==> config.mk <==
export PLATFORM = sky130hd
export DESIGN_NAME = stopwatch_ctrl
export DESIGN_NICKNAME = d
export VERILOG_FILES = /design/src/rtl/stopwatch_ctrl.sv
export SDC_FILE = /design/constraint.sdc
export NUM_CORES = 1
export LEC_CHECK = 0
export CAP_MARGIN = 5
export CORE_ASPECT_RATIO = 0.7
export CORE_MARGIN = 2
export CORE_UTILIZATION = 55
export CTS_CLUSTER_SIZE = 24
export DETAILED_ROUTE_END_ITERATION = 6
export GPL_ROUTABILITY_DRIVEN = 0
export MAX_ROUTING_LAYER = met4
export PLACE_DENSITY_LB_ADDON = 0.15
export SYNTH_ARGS = -nofsm -noshare
export SYNTH_HDL_FRONTEND = slang
export SYNTH_SLANG_ARGS = --single-unit
==> constraint.sdc <==
create_clock -name clk -period 1.9 [get_ports clk]
set_input_delay 0.57 -clock clk [delete_from_list [all_inputs] [get_ports clk]]
set_output_delay 0.57 -clock clk [all_outputs]
set_load 0.01 [all_outputs]
==> src/rtl/stopwatch_ctrl.sv <==
// Stopwatch button sequencer: synchronise, debounce and decode start/stop and lap/clear
// buttons into run/clear/lap-latch/freeze controls. Optional lap splits: STOPWATCH_LAP_EN.
module stopwatch_ctrl #(
    parameter int unsigned DB_CYCLES   = 1000000,
    parameter int unsigned HOLD_CYCLES = 200000000
) (
    input  logic       clk,
    input  logic       rst,
    input  logic       btn_ss,
    input  logic       btn_lap,
    output logic       run,
    output logic       clr,
    output logic       lap_latch,
    output logic       disp_freeze,
    output logic [1:0] state
);

    localparam int unsigned DB_W   = $clog2(DB_CYCLES + 1);
    localparam int unsigned HOLD_W = $clog2(HOLD_CYCLES + 1);
    localparam logic [DB_W-1:0]   DB_LAST   = DB_W'(DB_CYCLES - 1);
    localparam logic [HOLD_W-1:0] HOLD_LAST = HOLD_W'(HOLD_CYCLES - 1);

    typedef enum logic [1:0] {
        IDLE  = 2'b00,
        RUN   = 2'b01,
        LAP   = 2'b10,
        PAUSE = 2'b11
    } state_t;

    // Bit 0 = start/stop, bit 1 = lap/clear
    logic [1:0]      sync1;
    logic [1:0]      sync2;
    logic [1:0]      deb;
    logic [DB_W-1:0] db_cnt [2];

    logic              ss_prev;
    logic [HOLD_W-1:0] hold_cnt;
    logic              long_done;

    logic ss_press;
    logic lap_long;
    logic ss_ev;
    logic long_ev;

    state_t state_q;
    state_t state_next;
    logic   clr_next;

    always_ff @(posedge clk) begin
        if (rst) begin
            sync1   <= '0;
            sync2   <= '0;
            deb     <= '0;
            ss_prev <= 1'b0;
            for (int unsigned i = 0; i < 2; i++) begin
                db_cnt[i] <= '0;
            end
        end else begin
            sync1   <= {btn_lap, btn_ss};
            sync2   <= sync1;
            ss_prev <= deb[0];
            for (int unsigned i = 0; i < 2; i++) begin
                if (sync2[i] == deb[i]) begin
                    db_cnt[i] <= '0;
                end else if (db_cnt[i] == DB_LAST) begin
                    deb[i]    <= sync2[i];
                    db_cnt[i] <= '0;
                end else begin
                    db_cnt[i] <= db_cnt[i] + DB_W'(1);
                end
            end
        end
    end

    // Hold counter saturates; long_done suppresses a repeat long event and the release short event
    always_ff @(posedge clk) begin
        if (rst || !deb[1]) begin
            hold_cnt  <= '0;
            long_done <= 1'b0;
        end else begin
            if (hold_cnt != HOLD_LAST) begin
                hold_cnt <= hold_cnt + HOLD_W'(1);
            end
            if (lap_long) begin
                long_done <= 1'b1;
            end
        end
    end

    assign ss_press = deb[0] & ~ss_prev;
    assign lap_long = deb[1] & (hold_cnt == HOLD_LAST) & ~long_done;

    always_ff @(posedge clk) begin
        if (rst) begin
            ss_ev   <= 1'b0;
            long_ev <= 1'b0;
        end else begin
            ss_ev   <= ss_press;
            long_ev <= lap_long;
        end
    end

`ifdef STOPWATCH_LAP_EN
    logic lap_prev;
    logic lap_short;
    logic short_ev;
    logic latch_next;

    assign lap_short = ~deb[1] & lap_prev & ~long_done;

    always_ff @(posedge clk) begin
        if (rst) begin
            lap_prev <= 1'b0;
            short_ev <= 1'b0;
        end else begin
            lap_prev <= deb[1];
            short_ev <= lap_short;
        end
    end
`endif

    // Priority: start/stop first, then long lap, then short lap
    always_comb begin
        state_next = state_q;
        clr_next   = 1'b0;
`ifdef STOPWATCH_LAP_EN
        latch_next = 1'b0;
`endif
        if (ss_ev) begin
            case (state_q)
                IDLE, PAUSE: state_next = RUN;
                default:     state_next = PAUSE;
            endcase
        end else if (long_ev) begin
            case (state_q)
                IDLE, PAUSE: begin
                    state_next = IDLE;
                    clr_next   = 1'b1;
                end
                LAP:     state_next = RUN;
                default: state_next = state_q;
            endcase
        end
`ifdef STOPWATCH_LAP_EN
        else if (short_ev && (state_q == RUN || state_q == LAP)) begin
            state_next = LAP;
            latch_next = 1'b1;
        end
`endif
    end

    always_ff @(posedge clk) begin
        if (rst) begin
            state_q <= IDLE;
            run     <= 1'b0;
            clr     <= 1'b0;
        end else begin
            state_q <= state_next;
            run     <= (state_next == RUN) || (state_next == LAP);
            clr     <= clr_next;
        end
    end

`ifdef STOPWATCH_LAP_EN
    always_ff @(posedge clk) begin
        if (rst) begin
            lap_latch   <= 1'b0;
            disp_freeze <= 1'b0;
        end else begin
            lap_latch   <= latch_next;
            disp_freeze <= (state_next == LAP);
        end
    end
`else
    assign lap_latch   = 1'b0;
    assign disp_freeze = 1'b0;
`endif

    assign state = state_q;

endmodule

* Word level (Yosys, flattened, before mapping) *
Memory sizes are Yosys's and may differ from the RTL's.
Cells that the tools add are included.

operators by class
  add/sub/neg operators = 3
  multipliers = 0
  divide/modulo/power cells = 0
  $lt $le $gt $ge = 0
  eq/ne operators = 10
  shift-type cells = 0
  muxes and demuxes = 35
  bitwise operators = 14
  reductions and logical operators = 8

operators with widths
  cell                   number
  $mux 20                6
  $add 20x1->20 const B  2
  $eq 20x20->1 const B   2
  $add 28x1->28 const B  1
  $eq 28x28->1 const B   1
  $ne 28x28->1 const B   1
  $mux 1                 25
  $eq 2x2->1 const B     3
  $mux 2                 3
  $or 1x1->1             6
  $not 1->1              5
  $pmux 2 s2             1
  $reduce_and 2->1       2
  $and 1x1->1            3
  $reduce_or 3->1        1
  $eq 1x1->1             2
  $eq 2x1->1 const B     1
  $logic_not 2->1        1
  $logic_or 1x1->1       2
  $reduce_or 2->1        1
  $logic_not 1->1        1

storage, ports and cells
  flip-flop bits (word level) = 42
  latch bits = 0
  memory bits (writable) = 40
  memory bits (read-only) = 0
  input bits = 4
  output and inout port bits = 6
  word-level logic and storage cells = 83
  memories = 1

memories
  name    words  bits a word  read ports  clocked after Yosys merged registers in  write ports  line  text
  db_cnt  2      20           2           0                                        2            34    logic [DB_W-1:0] db_cnt [2];

* Depth between registers and ports, before layout *
An unclocked memory read counts as a cell.

  depth in word-level cells = 8
  gate-level depth with buffers = 7
  gate-level depth less buffers = 6

* Worst setup path after synthesis *
Ideal clock, no wire load.

  path type = register -> register
  start point = memory db_cnt[0][15] (netlist name)
  end point = memory db_cnt[0][12] (netlist name) (data pin)
  setup time = 257 ps
  data arrival time = 1711 ps
  data required time = 1643 ps
  slack = -67 ps
  stages on the path, launching flop included = 7
  path buffers = 1
  period minus slack after synthesis = 1967 ps
  path through = edfxtp_1 or4b_2 nor3_1 and4_1 or3_1 buf_2 nor2_1

RTL lines
  what         line
  from (decl)  34

* Final worst setup path *
  start point = register state_q[1] (netlist: state[1])
  end point = output port state[1]

RTL lines
  what                    line  text
  from (decl)             45    state_t state_q;
  from (signal assigned)  158   state_q <= state_next;
  to (decl)               15    output logic [1:0] state

No word-level cell between the ends.

==> results by group <==
Worst setup path
  – Crit start category: flip-flop
  – Setup Crit Path Kind: flip-flop to output port
  – Critical Path Max Stage Delay: 0.55 ns
  – Cell family with most CP delay: buffers and inverters
  – CP max FO: 5
  – WP data required: 1.33 ns
  – Buf+Inv Stages, Crit Path: 1
  – Crit path arrival time: between 1 and 1.5 ns
  – Crit. End Element: output port
  – Critical path, cell by cell: clkdlybuf4s50_1
  – Critical-path top delay cell: clkdlybuf4s50_1

Placement
  – Placed Area: 0.00444 mm²
  – Port bufs: 7
  – Dpl cells: 563
  – DP Wirelength: around 5300 µm

Timing
  – Worst hold slack: between 0.3 and 0.4 ns
  – Fmax: 0.542 GHz
  – Max Slew Vio Count: 0
  – Period Utilization, post-route: 97.1%
  – Setup Viol. Count Final: 0
  – Final Hold Viols: 0
  – Fin crit period: 1.84 ns
  – Worst clock skew: 0.00806 ns

Floorplan
  – Die Y: 74.7 µm
  – Die Area: roughly 0.008 mm²
  – Core area: 0.00682 mm²
  – Ports: 10
  – Core Rows: 25
  – Initial core utilization: ~58%
  – Die width: 105 µm

Finish
  – Final #Nets: roughly 490
  – Util after Layout: 68.7%
  – Fraction of layout cells with a size suffix above 1: 12.7%
  – Non-Filler Instances: 583
  – Finished Cell Area: approximately 0.0047 mm²
  – Antenna diodes: 0
  – Area grow syn2layout: 19.3%

Logic synthesis
  – Most frequent cell after synthesis: nor2_1
  – Cells after Synth: 404
  – Sequential-to-total area share from yosys stat: between 50% and 60%
  – Cell taking the most area after synthesis: edfxtp_1
  – Commonest cells in the netlist: 80 x nor2_1, 43 x xor2_1, 42 x dfxtp_1
  – Cell variety after synth: 44
  – Dominant cells by area after synthesis: edfxtp_1 31%, dfxtp_1 21%, xor2_1 9.6%
  – Synthesized area: 0.00393 mm²
  – Yosys warns: 0
  – Register bit total from synthesis: 82
  – Number of synthesized flops with an enable pin: 40
  – Main synth FF type: dfxtp_1
  – Avg Cell Area, Syn: between 9 and 10 µm²
  – Fraction of registers with async set/reset: 0%
  – Top cell type's share of synthesized area: between 30% and 40%

Global route
  – Overflow after GRT: 0
  – First-pass GRT wire length: 12600 µm
  – Initial antenna violation count: 0
  – Largest net degree at the start of global routing: 27
  – Tot GR Track Use: 21.4%
  – Vias in the first global route: approximately 2700

Clock network
  – # hold bufs at CTS: 0
  – CTS clock-pin slew for the worst setup and hold paths: approximately 0.08 ns
  – Clk_lat worst skew: 0.35 ns
  – Clock buffer depth: 2
  – Htree depth: 3
  – CTS Buf Count: 9
  – Root Driver: clkbuf_8
  – # clock sinks: 82
  – CTS tree: done

Run status
  – Status: finished, final reports clean

Route
  – Post-route ant nets: 0
  – DR pass1 iterations: 5
  – DRC: 0
  – DR vias: 3073
  – Drt first-iter violations: 217
  – Avg Vias per Cell: approximately 5.3
  – Avg WL per Cell: between 10 and 15 µm
  – WL final: 7550 µm

Flow run
  – Max-Cap Viols: 0

Hold path
  – Hold Crit Class: flip-flop to flip-flop

Power
  – LEAKAGE: 1.69 nW
  – Maximum VDD drop: 0.000545 V
  – Total power draw: 0.00320 W
  – PwrDens: roughly 700 mW/mm²
==> power breakdown <==
group / total [W] / internal [W] / switching (W)
clock network: 0.00116 / 0.000546 / 0.000615
registers: 0.00193 / 0.00189 / 0.0000381
logic: 0.000109 / 0.0000498 / 0.0000592
==> repair_timing <==
action	4_1_cts	5_1_grt
pin swaps	1	4
gates resized for setup	2	9
setup buffers	0	1
cloned	1	2
endpoints found under the hold margin	0	0
setup endpoints to repair	5	25
==> cells by family (layout without fill, tap and decap cells) <==
logic type | Yosys count | count (layout) | share of synthesized area (%)
compound gates | 26 | 26 | 3.76
fa+ha+maj | 4 | 4 | 1.27
xor+xnor | 55 | 55 | 12.3
buf+inv | 18 | 60 | 2.33
mux | 4 | 4 | 1.05
flops | 82 | 82 | 52.0
simple gates | 213 | 216 | 27.1
other cells | 2 | 42 | 0.191
==> per-stage QoR <==
step	setup slack, ns	setup TNS [ns]
6_report	0.0554	0
5_1_grt	-0.0143	-0.0143
4_1_cts	0.00132	0
3_5_place_dp	0.000520	0
3_3_place_gp	0.0216	0
2_1_floorplan	0.00784	0
==> path summary, 6_finish.rpt <==
path	from	to	slack (ns)	depth (start not counted)
max	state[1]$_SDFF_PP0_	state[1]	0.06	1
min reg2reg	ss_prev$_SDFF_PP0_	ss_ev$_SDFF_PP0_	0.39	1
min	ss_prev$_SDFF_PP0_	ss_ev$_SDFF_PP0_	0.39	1
max reg2reg	db_cnt[0][13]$_SDFFCE_PN0P_	db_cnt[0][4]$_SDFFCE_PN0P_	0.09	5
==> layout make-up <==
| type | instances | area (µm²) |
|---|---|---|
| Clock buffer | 11 | 153 |
| Clock inverter | 5 | 26.3 |
| Fill cell | 552 | 2130 |
| Inverter | 7 | 26.3 |
| Multi-Input combinational cell | 347 | 2010 |
| Sequential cell | 82 | 2040 |
| Tap cell | 94 | 118 |
| Timing Repair Buffer | 37 | 310 |
==> layer usage <==
| metal | track usage (%) | up-vias | share of wire (%) |
|---|---|---|---|
| li1 | - | 1553 | - |
| met1 | 29.6 | 1399 | 50 |
| met3 | 5.97 | 15 | 7.3 |
| met5 | - | - | 0 |
| met4 | 7.41 | 0 | 1.5 |
| met2 | 30.4 | 106 | 41 |
==> flip-flops by register name, indices dropped and copies added, names as in the netlist <==
name	cells
deb	2
clr	1
long_done	1
long_ev	1
state	2
ss_prev	1
run	1
db_cnt	40
hold_cnt	28
ss_ev	1
sync2	2
sync1	2
==> placed cells by master, fill, tap and decap left out, types with 2 or more instances in the layout <==
cell and instances:
nor3_1 9, nor4_2 2, nand3_1 34, ha_1 3
clkbuf_8 9, nor2b_1 8, and4_1 3, or3_1 6
a31oi_1 2, or3_4 4, clkdlybuf4s50_1 6, nand2b_1 2
dfxtp_1 41, a21oi_1 8, xnor2_1 12, nor2_1 80
buf_4 29, xor2_1 43, o21ai_0 10, and4_4 2
nand3b_1 2, conb_1 42, mux2i_1 3, nand4_1 17
clkinv_2 4, edfxtp_1 40, nand2_1 26, nor4_1 5
inv_1 7, and3_1 6
Note: power is estimated with default switching activity, not from simulation.
